[config.mk]
export PLATFORM = sky130hd
export DESIGN_NAME = bc_mem_arbiter_flat
export DESIGN_NICKNAME = d
export VERILOG_FILES = /design/src/rtl/bc_pkg.sv /design/src/rtl/bc_mem_arbiter_if.sv /design/src/rtl/bc_arb_pick.sv /design/src/rtl/bc_mem_arbiter.sv /design/src/flat_wrapper.sv
export SDC_FILE = /design/constraint.sdc
export NUM_CORES = 1
export LEC_CHECK = 0
export BUFFER_PORTS_ARGS = -buffer_cell sky130_fd_sc_hd__buf_2
export CORE_MARGIN = 4
export CORE_UTILIZATION = 35
export DETAILED_ROUTE_END_ITERATION = 10
export PLACE_DENSITY = 0.67
export SETUP_SLACK_MARGIN = 0.4
export SLEW_MARGIN = 30
export SYNTH_ARGS = -nofsm -noshare
export SYNTH_HDL_FRONTEND = slang
export SYNTH_SLANG_ARGS = --single-unit
[constraint.sdc]
create_clock -name i_clk -period 5 [get_ports i_clk]
set_input_delay 1 -clock i_clk [delete_from_list [all_inputs] [get_ports i_clk]]
set_output_delay 1 -clock i_clk [all_outputs]
set_load 0.02 [all_outputs]
[src/rtl/bc_pkg.sv]
// bc_pkg: shared types and defaults for the basic-computer memory arbiter.
package bc_pkg;
    localparam int BC_AW       = 12;
    localparam int BC_DW       = 16;
    localparam int MEM_LAT_MAX = 7;
    localparam int CNT_W       = $clog2(MEM_LAT_MAX + 1);

    typedef enum logic [1:0] {IDLE, ACCESS, WAIT, RESP} arb_state_t;
    typedef enum logic {ID_CPU, ID_IO} req_id_t;

    function automatic req_id_t other_id(req_id_t id);
        return (id == ID_CPU) ? ID_IO : ID_CPU;
    endfunction
endpackage

[src/rtl/bc_mem_arbiter_if.sv]
// bc_mem_arbiter_if: CPU port, IO/DMA port and memory-side bus of the arbiter.
interface bc_mem_arbiter_if #(parameter int AW = 12, parameter int DW = 16);
    logic          cpu_req, cpu_we, cpu_gnt, cpu_done;
    logic [AW-1:0] cpu_addr;
    logic [DW-1:0] cpu_wdata, cpu_rdata;
    logic          io_req, io_we, io_gnt, io_done;
    logic [AW-1:0] io_addr;
    logic [DW-1:0] io_wdata, io_rdata;
    logic          mem_en, mem_we, busy;
    logic [AW-1:0] mem_addr;
    logic [DW-1:0] mem_wdata, mem_rdata;

    modport slave (
        input  cpu_req, cpu_we, cpu_addr, cpu_wdata, io_req, io_we, io_addr, io_wdata, mem_rdata,
        output cpu_gnt, cpu_done, cpu_rdata, io_gnt, io_done, io_rdata,
               mem_en, mem_we, mem_addr, mem_wdata, busy
    );
    modport master (
        output cpu_req, cpu_we, cpu_addr, cpu_wdata, io_req, io_we, io_addr, io_wdata, mem_rdata,
        input  cpu_gnt, cpu_done, cpu_rdata, io_gnt, io_done, io_rdata,
               mem_en, mem_we, mem_addr, mem_wdata, busy
    );
endinterface

[src/rtl/bc_arb_pick.sv]
// bc_arb_pick: combinational CPU/IO winner select.
// ARB_RR_EN defined: ties go to the favoured port; otherwise IO always wins ties.
module bc_arb_pick
    import bc_pkg::*;
(
    input  logic [1:0] i_req,
    input  req_id_t    i_fav,
    output req_id_t    o_id,
    output logic       o_valid
);
    assign o_valid = |i_req;
`ifdef ARB_RR_EN
    assign o_id = (&i_req) ? i_fav : (i_req[ID_IO] ? ID_IO : ID_CPU);
`else
    logic w_unused;
    assign w_unused = i_fav;
    assign o_id = i_req[ID_IO] ? ID_IO : ID_CPU;
`endif
endmodule

[src/rtl/bc_mem_arbiter.sv]
// bc_mem_arbiter: serialises CPU and IO/DMA accesses onto the single-port main memory.
// Tie policy selected by ARB_RR_EN (round-robin) or fixed IO priority when undefined.
module bc_mem_arbiter
    import bc_pkg::*;
#(
    parameter int AW      = BC_AW,
    parameter int DW      = BC_DW,
    parameter int MEM_LAT = 1
) (
    input  logic              i_clk,
    input  logic              i_rst_n,
    bc_mem_arbiter_if.slave   io_bus
);
    arb_state_t       r_state, w_next;
    req_id_t          r_id, r_fav, w_id;
    logic             w_valid, w_take, r_we, w_acc, w_resp;
    logic [AW-1:0]    r_addr;
    logic [DW-1:0]    r_wdata, r_cpu_rdata, r_io_rdata;
    logic [CNT_W-1:0] r_cnt;

    bc_arb_pick u_pick (
        .i_req   ({io_bus.io_req, io_bus.cpu_req}),
        .i_fav   (r_fav),
        .o_id    (w_id),
        .o_valid (w_valid)
    );

    always_comb begin
        w_next = r_state;
        w_take = 1'b0;
        case (r_state)
            IDLE: begin
                w_take = w_valid;
                w_next = w_valid ? ACCESS : IDLE;
            end
            ACCESS: w_next = WAIT;
            WAIT:   w_next = (r_cnt == '0) ? RESP : WAIT;
            RESP: begin
                w_take = w_valid;
                w_next = w_valid ? ACCESS : IDLE;
            end
            default: w_next = IDLE;
        endcase
    end

    always_ff @(posedge i_clk or negedge i_rst_n) begin
        if (!i_rst_n) begin
            r_state     <= IDLE;
            r_id        <= ID_CPU;
            r_fav       <= ID_IO;
            r_we        <= 1'b0;
            r_addr      <= '0;
            r_wdata     <= '0;
            r_cnt       <= '0;
            r_cpu_rdata <= '0;
            r_io_rdata  <= '0;
        end else begin
            r_state <= w_next;
            if (w_take) begin
                r_id    <= w_id;
                r_fav   <= other_id(w_id);
                r_we    <= (w_id == ID_IO) ? io_bus.io_we    : io_bus.cpu_we;
                r_addr  <= (w_id == ID_IO) ? io_bus.io_addr  : io_bus.cpu_addr;
                r_wdata <= (w_id == ID_IO) ? io_bus.io_wdata : io_bus.cpu_wdata;
            end
            if (r_state == ACCESS)
                r_cnt <= CNT_W'(MEM_LAT - 1);
            else if (r_state == WAIT && r_cnt != '0)
                r_cnt <= r_cnt - 1'b1;
            // read data lands on the last WAIT cycle and stays on the port until its next read
            if (r_state == WAIT && r_cnt == '0 && !r_we) begin
                if (r_id == ID_IO)
                    r_io_rdata <= io_bus.mem_rdata;
                else
                    r_cpu_rdata <= io_bus.mem_rdata;
            end
        end
    end

    assign w_acc  = (r_state == ACCESS);
    assign w_resp = (r_state == RESP);

    assign io_bus.mem_en    = w_acc;
    assign io_bus.mem_we    = w_acc & r_we;
    assign io_bus.mem_addr  = w_acc ? r_addr : '0;
    assign io_bus.mem_wdata = (w_acc & r_we) ? r_wdata : '0;
    assign io_bus.cpu_gnt   = w_acc  && (r_id == ID_CPU);
    assign io_bus.io_gnt    = w_acc  && (r_id == ID_IO);
    assign io_bus.cpu_done  = w_resp && (r_id == ID_CPU);
    assign io_bus.io_done   = w_resp && (r_id == ID_IO);
    assign io_bus.cpu_rdata = r_cpu_rdata;
    assign io_bus.io_rdata  = r_io_rdata;
    assign io_bus.busy      = (r_state != IDLE);
endmodule

[src/flat_wrapper.sv]
// flat-port wrapper written by rule: the top's interface ports become plain ports
module bc_mem_arbiter_flat import bc_pkg::*;
#(
    parameter int AW      = BC_AW,
    parameter int DW      = BC_DW,
    parameter int MEM_LAT = 1
)
  (i_clk, i_rst_n, io_bus_cpu_req, io_bus_cpu_we, io_bus_cpu_addr, io_bus_cpu_wdata, io_bus_io_req, io_bus_io_we, io_bus_io_addr, io_bus_io_wdata, io_bus_mem_rdata, io_bus_cpu_gnt, io_bus_cpu_done, io_bus_cpu_rdata, io_bus_io_gnt, io_bus_io_done, io_bus_io_rdata, io_bus_mem_en, io_bus_mem_we, io_bus_mem_addr, io_bus_mem_wdata, io_bus_busy);
  bc_mem_arbiter_if #(.AW(AW), .DW(DW)) io_bus_i ();
  input  logic i_clk;
  input  logic i_rst_n;
  input wire logic [$bits(io_bus_i.cpu_req)-1:0] io_bus_cpu_req;
  input wire logic [$bits(io_bus_i.cpu_we)-1:0] io_bus_cpu_we;
  input wire logic [$bits(io_bus_i.cpu_addr)-1:0] io_bus_cpu_addr;
  input wire logic [$bits(io_bus_i.cpu_wdata)-1:0] io_bus_cpu_wdata;
  input wire logic [$bits(io_bus_i.io_req)-1:0] io_bus_io_req;
  input wire logic [$bits(io_bus_i.io_we)-1:0] io_bus_io_we;
  input wire logic [$bits(io_bus_i.io_addr)-1:0] io_bus_io_addr;
  input wire logic [$bits(io_bus_i.io_wdata)-1:0] io_bus_io_wdata;
  input wire logic [$bits(io_bus_i.mem_rdata)-1:0] io_bus_mem_rdata;
  output wire logic [$bits(io_bus_i.cpu_gnt)-1:0] io_bus_cpu_gnt;
  output wire logic [$bits(io_bus_i.cpu_done)-1:0] io_bus_cpu_done;
  output wire logic [$bits(io_bus_i.cpu_rdata)-1:0] io_bus_cpu_rdata;
  output wire logic [$bits(io_bus_i.io_gnt)-1:0] io_bus_io_gnt;
  output wire logic [$bits(io_bus_i.io_done)-1:0] io_bus_io_done;
  output wire logic [$bits(io_bus_i.io_rdata)-1:0] io_bus_io_rdata;
  output wire logic [$bits(io_bus_i.mem_en)-1:0] io_bus_mem_en;
  output wire logic [$bits(io_bus_i.mem_we)-1:0] io_bus_mem_we;
  output wire logic [$bits(io_bus_i.mem_addr)-1:0] io_bus_mem_addr;
  output wire logic [$bits(io_bus_i.mem_wdata)-1:0] io_bus_mem_wdata;
  output wire logic [$bits(io_bus_i.busy)-1:0] io_bus_busy;
  assign io_bus_i.cpu_req = io_bus_cpu_req;
  assign io_bus_i.cpu_we = io_bus_cpu_we;
  assign io_bus_i.cpu_addr = io_bus_cpu_addr;
  assign io_bus_i.cpu_wdata = io_bus_cpu_wdata;
  assign io_bus_i.io_req = io_bus_io_req;
  assign io_bus_i.io_we = io_bus_io_we;
  assign io_bus_i.io_addr = io_bus_io_addr;
  assign io_bus_i.io_wdata = io_bus_io_wdata;
  assign io_bus_i.mem_rdata = io_bus_mem_rdata;
  assign io_bus_cpu_gnt = io_bus_i.cpu_gnt;
  assign io_bus_cpu_done = io_bus_i.cpu_done;
  assign io_bus_cpu_rdata = io_bus_i.cpu_rdata;
  assign io_bus_io_gnt = io_bus_i.io_gnt;
  assign io_bus_io_done = io_bus_i.io_done;
  assign io_bus_io_rdata = io_bus_i.io_rdata;
  assign io_bus_mem_en = io_bus_i.mem_en;
  assign io_bus_mem_we = io_bus_i.mem_we;
  assign io_bus_mem_addr = io_bus_i.mem_addr;
  assign io_bus_mem_wdata = io_bus_i.mem_wdata;
  assign io_bus_busy = io_bus_i.busy;
  bc_mem_arbiter #(.AW(AW), .DW(DW), .MEM_LAT(MEM_LAT)) u_core (.i_clk(i_clk), .i_rst_n(i_rst_n), .io_bus(io_bus_i));
endmodule
==> run metrics, run 1 <==
Yosys cell types 27; crit-path max FO 35; num ports 145; vias in the first global route 2,580; Final WS setup 2210 ps; reg2reg setup slack 2980 ps; final WL 7840 µm; CP arrival 1790 ps; peak supply drop 0.403 mV; Die Span X 103 µm; Synth Net Count 355; final setup vio count 0; Synth Area per Inst 11.7 µm²; CTS Buffer Depth 2; crit path cell chain inv_1 > ha_2 > and3_1 > buf_2; area grow syn2layout 30.7%; NumNets Final 493; outcome finished clean; RSZ-0062 raised after global routing false; post-synthesis xor/xnor area fraction 0.00278; layout cell share with drive strength beyond 1 0.481; clock transition at the registers of the reported paths 60 ps; Peak Freq 359 MHz; Simple-Gate Fraction of Synth Area 0.163; Slowest-stage cell, CP ha_2; H-tree depth 3; I/O Buffers 144; WS Path Type reg2out; core area 8720 µm²; r2r startpoint u_core.r_state[0]; Pleak 2.09 nW; Post-DP HPWL 5620 µm; Initial Util 0.361; total congestion overflow 0; initial antenna violation count 0; Hold Crit Depth 2; # diodes 0; first-pass GRT wire length 12,300 µm; DRT iter0 DRCs 40; Synth Instances 270; Post-Synth Adder-Cell Area 0.0278; Area contributors post-synth dfrtp_1 (53%), mux2_4 (9.5%), o32ai_1 (7.8%), nor2_1 (7.4%), mux2_2 (4.3%); number of iterations in the first detailed-routing pass 4; Tmin final 2790 ps; Slew @ Worst Pin 855 ps; setup TNS 0 ps; share of Yosys cell area claimed by the top area cell type 0.533; FF+latch count, synth 67; Pwr Total 0.00280 W; Fill cells 835; ys flop type dfrtp_1; Hold Crit Start u_core.r_addr[5]; Setup Buffers After CTS 0; Largest delay share family, worst path adder cells; Worst Reg-to-Reg Cells 5; Worst Hold Endpoint u_core.r_addr[5]; main combinational cell family by area after synthesis simple AND/OR/NAND/NOR gates; Setup crit start kind register; die height 103 µm; DR DRC count 0; Relative slew margins 0.427; Post-synth ARST share 1.00; Mapped Area 3150 µm²; Non-Filler Instances 520; CP peak stage delay 550 ps; Num CTS Buffers 9; Routed Antenna Nets 0; clk_lat worst skew 330 ps; mux cell area share after synthesis 0.138; die area 10,600 µm²; Root Driver clkbuf_8; post-DR vias/cell 4.87; Avg WL per Cell 15.1 µm; Power Dens Cells 681 nW/µm²; routability cong. 0.691; Ys Warns 0; Final Skew 5.76 ps; CTS tree yes; Max Cap Viol 0; sequential-to-total area share from yosys stat 0.533; fin crit share 0.558; worst hold path type reg2reg; Slew Viols, Final 0; DP Worst Slack 2210 ps; post-CTS sizing 0; final count of hold timing violations 0; Global Route Usage Sum 0.150; Yosys top cell by area dfrtp_1; reg-to-reg endpoint u_core.r_wdata[15]; CTS sink cnt 67; largest net degree at the start of global routing 45; DP Cell Count 504; Synth Area in Compound Gates 0.0915; Post-synth EDFFs 0; routed vias 2,530; row cnt 34; worst path bufs/invs 2; data required time of the critical path 4000 ps; Worst Setup End Kind output port; hold_buf cts 0
[metal layers]
metal / up-vias / global-route usage / wire, µm
met5: - / 0 / 0
met1: 1195 / 0.184 / 3340
met2: 103 / 0.251 / 3650
met4: 0 / 0.0538 / 129
met3: 11 / 0.0453 / 713
li1: 1221 / - / -
[layout by cell type, fill, tap and decap left out, types with 2 or more instances in the layout]
cell        n
buf_2     144
dfrtp_1    67
nor2_1     62
o32ai_1    28
mux2_4     20
and3_1     16
and2_1     15
mux2_2     12
clkbuf_8   11
inv_1       6
ha_1        6
nor2b_1     3
a211oi_1    3
clkbuf_1    2
[report_power, final]
part | internal, W | total [W] | switching, W
registers | 0.000808 | 0.000972 | 0.000164
logic | 0.000573 | 0.00139 | 0.000813
clock network | 0.000255 | 0.000442 | 0.000188
[worst max path at each step]
stage                       from                   end  slack (ps)  depth (start not counted)
4_1_cts        u_core.r_state[1]   io_bus_mem_wdata[1]        1830                          4
2_1_floorplan  u_core.r_state[1]        io_bus_cpu_gnt        2600                          4
6_report       u_core.r_state[1]   io_bus_mem_wdata[1]        2210                          4
3_5_place_dp   u_core.r_state[1]   io_bus_mem_wdata[1]        2210                          4
5_1_grt        u_core.r_state[1]   io_bus_mem_wdata[9]        2040                          4
3_3_place_gp   u_core.r_state[1]  io_bus_mem_wdata[15]        2250                          4
[synthesized netlist by cell type (2+ instances only)]
cell type,n
dfrtp_1,67
nor2_1,62
o32ai_1,28
mux2_4,20
and3_1,16
and2_1,15
mux2_2,12
clkbuf_1,9
ha_1,7
inv_1,7
buf_2,6
a211oi_1,3
nor2b_1,3
buf_6,2
[layout make-up]
cell class | count | area, µm² | share of cell area
clock buffer | 13 | 159 | 0.0386
multi-input combinational | 177 | 1340 | 0.325
timing repair buffer | 146 | 743 | 0.181
clock inverter | 2 | 35.0 | 0.00852
inverter | 7 | 26.3 | 0.00639
sequential | 67 | 1680 | 0.408
tap | 108 | 135 | 0.0328
[sequential cells by signal (all words and copies together) (netlist names)]
name,count
u_core.r_cnt,3
u_core.r_state,2
u_core.r_addr,12
u_core.r_wdata,16
u_core.r_id,1
u_core.r_we,1
u_core.io_bus.io_rdata,16
u_core.io_bus.cpu_rdata,16
[kinds of logic after synthesis]
| family | count (synthesis) |
|---|---|
| AO/OA/AOI/OAI | 34 |
| XOR/XNOR | 1 |
| adder cells (fa/ha/maj) | 7 |
| buffers and inverters | 26 |
| flip-flops | 67 |
| multiplexers | 32 |
| AND/OR/NAND/NOR | 103 |
[metrics by stage]
stage	cell area (µm²)	hold WS [ps]	util
2_1_floorplan	3150	458	-
3_3_place_gp	3900	468	0.447
3_5_place_dp	3900	484	0.447
4_1_cts	4100	500	0.470
5_1_grt	4110	512	0.472
6_report	4110	496	0.472
[worst min-delay path, stage by stage (launching register included)]
cell and delay [ps]:
dfrtp_1 340, nor2_1 50, nor2_1 70
No activity file was read; power rests on OpenSTA's default activity.
==> inputs of run 2 (changes only) <==
- ABC_AREA: default -> 1
- PLACE_DENSITY: 0.67 -> 0.68
- clock period: 5 -> 2.52 ns (I/O delays scaled with it)
==> run 2 against run 1 <==
Against the previous run: clock power grew 82%; sequential cell count unchanged; synthesized cell count grew 71%; non-clock buffer count up 7; worst setup slack got worse by 1700 ps; sequential power increased by 100%; core utilization barely moved; routed wire length rose by 9.9%; via count increased by 26%; largest power group unchanged.
==> run metrics, run 2 <==
outcome finished clean; hold slack 425 ps (-71.1 ps); reg-to-reg endpoint u_core.io_bus.cpu_rdata[5]; Die Span X 107 µm (+3.7%); CP arrival 1470 ps (-320 ps); most common library cells after synthesis nand2_1 (201), inv_1 (70), dfrtp_1 (67), nand3_1 (32), o21ai_1 (21); Relative slew margins 0.701 (+0.274); Synth Instances 462 (+71%); crit-path max FO 15 (-57%); area grow syn2layout 29.9%; peak supply drop 0.376 mV (-6.9%); Synth Area per Inst 7.37 µm² (-37%); CP peak stage delay 410 ps (-140 ps); DP Worst Slack 656 ps (-1550 ps); final WL 8610 µm (+9.9%); Slew @ Worst Pin 449 ps (-406 ps); vias in the first global route 3,082 (+19%); Setup crit start kind register; # diodes 0 (unchanged); Post-DP HPWL 6510 µm (+16%); fin crit share 0.785; Final WS setup 541 ps (-1670 ps); Pleak 2.77 nW (+32%); Area contributors post-synth dfrtp_1 (49%), nand2_1 (22%), inv_1 (7.7%), nand3_1 (4.7%), o21ai_1 (3.1%); final setup vio count 0 (unchanged); Slew Viols, Final 0 (unchanged); Power Dens Cells 1210 nW/µm² (+78%); Seq pwr share 0.367 (+0.020); CTS Buffer Depth 2 (unchanged); Peak Freq 505 MHz; reg2reg setup slack 840 ps (-2140 ps); FF+latch count, synth 67 (unchanged); DR DRC count 0 (unchanged); Slowest-stage cell, CP dfrtp_1; Yosys top cell by area dfrtp_1; sw frac 0.459 (+0.0426); Global Route Usage Sum 0.154 (+0.00425); Root Driver clkbuf_8; Mapped Area 3410 µm² (+8.2%); share of Yosys cell area claimed by the top area cell type 0.492 (-0.0405); Comb pwr share 0.483 (-0.012); Final Core Density 0.472 (about the same); layout cell share with drive strength beyond 1 0.290 (-0.191); row cnt 35 (+2.9%); Largest delay share family, worst path buffers and inverters; Post-synth EDFFs 0 (unchanged); clock transition at the registers of the reported paths 70 ps (about the same); die area 11,400 µm² (+7.6%); WS Path Type reg2out; total congestion overflow 0 (unchanged); Worst Reg-to-Reg Cells 8 (+3); Worst Setup End Kind output port; Setup Buffers After CTS 0 (unchanged); routability cong. 0.757 (+9.5%); num ports 145 (unchanged); initial antenna violation count 0 (unchanged); RSZ-0062 raised after global routing false; most frequent cells in the layout nand2_1 (201), buf_2 (144), inv_1 (69); Ys Warns 0 (unchanged); Synth Net Count 547 (+54%); cell internal pwr 0.00290 W (+77%); Routed Antenna Nets 0 (unchanged); Max Cap Viol 0 (unchanged); Sw Pwr 0.00245 W (+110%); NumNets Final 688 (+40%); first-pass GRT wire length 14,300 µm (+16%); Hold Crit Start io_bus_mem_rdata[2]; data required time of the critical path 2020 ps (-1980 ps); routed vias 3,181 (+26%); Hold Crit Depth 3 (+1); r2r startpoint u_core.r_cnt[0]; I/O Buffers 144 (unchanged); CP Depth 6 (+2); setup TNS 0 ps (unchanged); core area 9370 µm² (+7.5%); Post-synth ARST share 1.00 (unchanged); die height 107 µm (+3.7%); Yosys cell types 19 (-30%); Tmin final 1980 ps; crit path cell chain inv_2 > ha_4 > buf_6 > nand2_1 > inv_1 > buf_2; DRT iter0 DRCs 131 (+230%); CTS sink cnt 67 (unchanged); post-DR vias/cell 4.32 (-11%); final count of hold timing violations 0 (unchanged); Worst Hold Endpoint u_core.io_bus.io_rdata[2]; sequential-to-total area share from yosys stat 0.492 (-0.0405); ys flop type dfrtp_1; Clock Power Share 0.151 (-0.007); count leader, synth nand2_1; Initial Util 0.363 (+0.00259); largest net degree at the start of global routing 37 (-18%); number of iterations in the first detailed-routing pass 4 (unchanged); H-tree depth 3 (unchanged); worst hold path type in2reg; CTS tree yes; Final Skew 10.2 ps (+4.42 ps); worst path bufs/invs 4 (+2); clk_lat worst skew 330 ps (about the same); Avg WL per Cell 11.7 µm (-22%); most common cell after layout, fill and taps aside nand2_1; Num CTS Buffers 9 (unchanged)
-- run 2: timing repair --
| action | in CTS | in global routing |
|---|---|---|
| gates resized for setup | 3 | 4 |
| hold buffers | 1 | 0 |
| setup endpoints to repair | 24 | 25 |
| pin swaps | 0 | 0 |
| gates cloned | 0 | 0 |
| hold endpoints to repair | 3 | 0 |
-- run 2: stage by stage --
step                      std cells  total power [W]  cell area [µm²]
after detailed placement        720          0.00456             4200
after global placement          720          0.00448             4200
final                           736          0.00535             4420
after CTS                       736          0.00539             4400
after global routing            736          0.00583             4420
after floorplan                 462          0.00371             3410
-- run 2: logic make-up (layout without fill, tap and decap cells) --
| logic type | after synthesis | count (layout) | share of synthesized area |
|---|---|---|---|
| adders and majority gates | 7 | 7 | 0.0257 |
| and+or+nand+nor | 259 | 259 | 0.309 |
| buffers and inverters | 94 | 239 | 0.122 |
| AOI/OAI and AO/OA | 35 | 35 | 0.0514 |
| DFF | 67 | 67 | 0.492 |
-- run 2: final cells by class --
class,count,area [µm²]
well taps,129,161
multi-input cells,301,1350
clock inverters,2,10.0
clock buffers,13,169
repair buffers,153,795
flip-flops and latches,67,1680
inverters,71,267
fillers,1013,4950
-- run 2: how the worst max path moves through the flow --
stage	from	to	slack, ps
finish	u_core.r_state[1]	io_bus_mem_addr[3]	540
global route	u_core.r_state[1]	io_bus_mem_addr[0]	430
CTS	u_core.r_state[1]	io_bus_mem_wdata[13]	410
detailed placement	u_core.r_state[1]	io_bus_mem_wdata[13]	660
global placement	u_core.r_state[1]	io_bus_mem_wdata[13]	710
floorplan	u_core.r_state[1]	io_bus_mem_wdata[10]	500
-- run 2: per-layer routing --
metal / up-vias / GRT usage / wire (µm)
li1: 1654 / - / -
met1: 1403 / 0.208 / 4000
met2: 114 / 0.251 / 3910
met3: 10 / 0.0301 / 605
met4: 0 / 0.0493 / 97
met5: - / 0 / 0
-- run 2: tightest hold or removal path, delay by kind of cell --
kind                   cells  cell delay, ps
buffers and inverters      1              90
and+or+nand+nor            2             130
-- run 2: power groups by stage --
stage | Sequential [W] | Clock [W] | Combinational (W)
4_1_cts | 0.00195 | 0.000828 | 0.00261
3_3_place_gp | 0.00194 | 0 | 0.00254
5_1_grt | 0.00202 | 0.000889 | 0.00292
6_report | 0.00196 | 0.000806 | 0.00258
2_1_floorplan | 0.00223 | 0 | 0.00148
3_5_place_dp | 0.00195 | 0 | 0.00260
==> inputs of run 3 (changes only) <==
- PLACE_DENSITY: 0.68 -> 0.66
- clock period: 2.52 -> 1.95 ns (I/O delays scaled with it)
==> run 3 against run 2 <==
Against the previous run: global-route usage increased by 2.0 points; total power increased by 72%; via count increased by 11%; cell area increased by 24%; final cell count increased by 4.1%; register-to-register slack got worse by 520 ps; sequential share of layout area decreased by 7.2 points; routed wire length increased by 24%; combinational power increased by 110%; clock-buffer cell count increased by 1; largest cell class is now multi-input gates; highest routed layer unchanged.
==> run metrics, run 3 (synthesis results as in run 2) <==
most frequent cells in the layout nand2_1 (161), buf_2 (117), dfrtp_1 (65); Root Driver clkbuf_8; crit-path max FO 4 (-11); WS Path Type reg2out; Slew Viols, Final 0 (unchanged); RSZ-0062 raised after global routing true; data required time of the critical path 1560 ps (-460 ps); DR DRC count 0 (unchanged); CP peak stage delay 390 ps (-20 ps); largest net degree at the start of global routing 68 (+84%); reg2reg setup slack 320 ps (-520 ps); Final WS setup 71.8 ps (-470 ps); layout cell share with drive strength beyond 1 0.451 (+0.161); clock transition at the registers of the reported paths 70 ps (about the same); NumNets Final 717 (+4.2%); peak supply drop 0.739 mV (+97%); clk_lat worst skew 330 ps (about the same); Slowest-stage cell, CP dfrtp_1; crit path capture io_bus_mem_wdata[9]; r2r startpoint u_core.r_state[0]; Routed Antenna Nets 0 (unchanged); DP Worst Slack 123 ps (-533 ps); Initial Util 0.363 (unchanged); routed vias 3,517 (+11%); die height 107 µm (unchanged); first-pass GRT wire length 15,900 µm (+11%); num ports 145 (unchanged); Final Cell Area 5470 µm² (+24%); post-DR vias/cell 4.59 (+6.2%); setup TNS 0 ps (unchanged); initial antenna violation count 0 (unchanged); hold_buf cts 0 (-1); H-tree depth 3 (unchanged); final WL 10,700 µm (+24%); Post-DP HPWL 6450 µm (-0.90%); Die Span X 107 µm (unchanged); Global Route Usage Sum 0.175 (+0.0201); row cnt 35 (unchanged); die area 11,400 µm² (unchanged); DRT iter0 DRCs 156 (+19%); CTS Buffer Depth 2 (unchanged); core area 9370 µm² (unchanged); # diodes 0 (unchanged); routability cong. 0.802 (+6.0%); Tmin final 1880 ps; vias in the first global route 3,427 (+11%); Pleak 3.00 nW (+8.4%); Worst Reg-to-Reg Cells 10 (+2); Setup crit start kind register; Slew @ Worst Pin 539 ps (+89.7 ps); final setup vio count 0 (unchanged); CP arrival 1490 ps (+20 ps); final count of hold timing violations 0 (unchanged); Max Cap Viol 0 (unchanged); Peak Freq 532 MHz; Critical Path Source u_core.r_state[1]; placed inst area 4310 µm² (+2.6%); outcome finished clean; Relative slew margins 0.640 (-0.0603); worst hold path type in2async; most common cell after layout, fill and taps aside nand2_1; fin crit share 0.963; number of iterations in the first detailed-routing pass 4 (unchanged); Avg WL per Cell 14.0 µm (+19%); reg-to-reg endpoint u_core.io_bus.io_rdata[12]; CTS sink cnt 67 (unchanged); total congestion overflow 0 (unchanged); area grow syn2layout 60.5%; Num CTS Buffers 9 (unchanged); Worst Setup End Kind output port; Power Dens Cells 1680 nW/µm² (+39%); Final Skew 8.90 ps (-1.28 ps); CTS tree yes; crit path cell chain inv_2 > ha_4 > buf_12 > nand2_4 > nor2_4 > buf_6; I/O Buffers 144 (unchanged)
## run 3: changes by cell type in the layout (fill, tap and decap cells not counted), moves of 16 or more
cell / before / now
buf_6: 1 / 23
buf_2: 144 / 117
nand2_2: 1 / 34
nand2_1: 201 / 161
nor2_1: 19 / 3
nor2_4: 0 / 16
## run 3: layout make-up
| type | count | area (µm²) |
|---|---|---|
| Clock inverter | 2 | 35.0 |
| Multi-Input combinational cell | 308 | 1860 |
| Sequential cell | 67 | 1680 |
| Clock buffer | 14 | 153 |
| Inverter | 71 | 279 |
| Tap cell | 129 | 161 |
| Timing Repair Buffer | 175 | 1300 |
| Fill cell | 856 | 3900 |
## run 3: through the flow
stage	power (W)	hold slack [ps]	std cells	utilization
after floorplan	0.00495	94.4	462	-
after global placement	0.00593	435	719	0.459
after detailed placement	0.00605	439	719	0.460
after CTS	0.00821	76.4	754	0.536
after global routing	0.00980	80.8	766	0.583
final	0.00918	58.2	766	0.583
## run 3: worst max-delay path: cells and delay by family, from the launching register on
| kind | cells | cell delay [ps] |
|---|---|---|
| flip-flops | 1 | 390 |
| buffers and inverters | 3 | 340 |
| adder cells (fa/ha/maj) | 1 | 210 |
| AND/OR/NAND/NOR | 2 | 210 |
## run 3: power by group
group	internal, W	switching (W)
Sequential	0.00211	0.000508
Clock	0.000627	0.000493
Combinational	0.00226	0.00318
Total	0.00500	0.00418
## run 3: repair_timing
item | CTS | global route
gates cloned | 6 | 6
resized for setup | 82 | 85
setup buffers | 13 | 6
pin swaps | 3 | 21
endpoints found under the setup margin | 98 | 81
## run 3: worst min-delay path by stage
| stage | startpoint | cells past startpoint | end |
|---|---|---|---|
| 2_1_floorplan | i_rst_n | 0 | u_core.io_bus.cpu_rdata[0] |
| 3_3_place_gp | i_rst_n | 2 | u_core.io_bus.cpu_rdata[2] |
| 3_5_place_dp | i_rst_n | 2 | u_core.io_bus.cpu_rdata[2] |
| 4_1_cts | i_rst_n | 2 | u_core.io_bus.cpu_rdata[2] |
| 5_1_grt | i_rst_n | 2 | u_core.io_bus.cpu_rdata[2] |
| 6_report | i_rst_n | 2 | u_core.io_bus.cpu_rdata[2] |
## run 3: per-layer routing
layer / global-route usage / share of wire / up-vias
li1: - / - / 1731
met1: 0.230 / 0.41 / 1606
met2: 0.287 / 0.49 / 163
met3: 0.0325 / 0.077 / 17
met4: 0.0639 / 0.017 / 0
met5: 0 / 0 / -
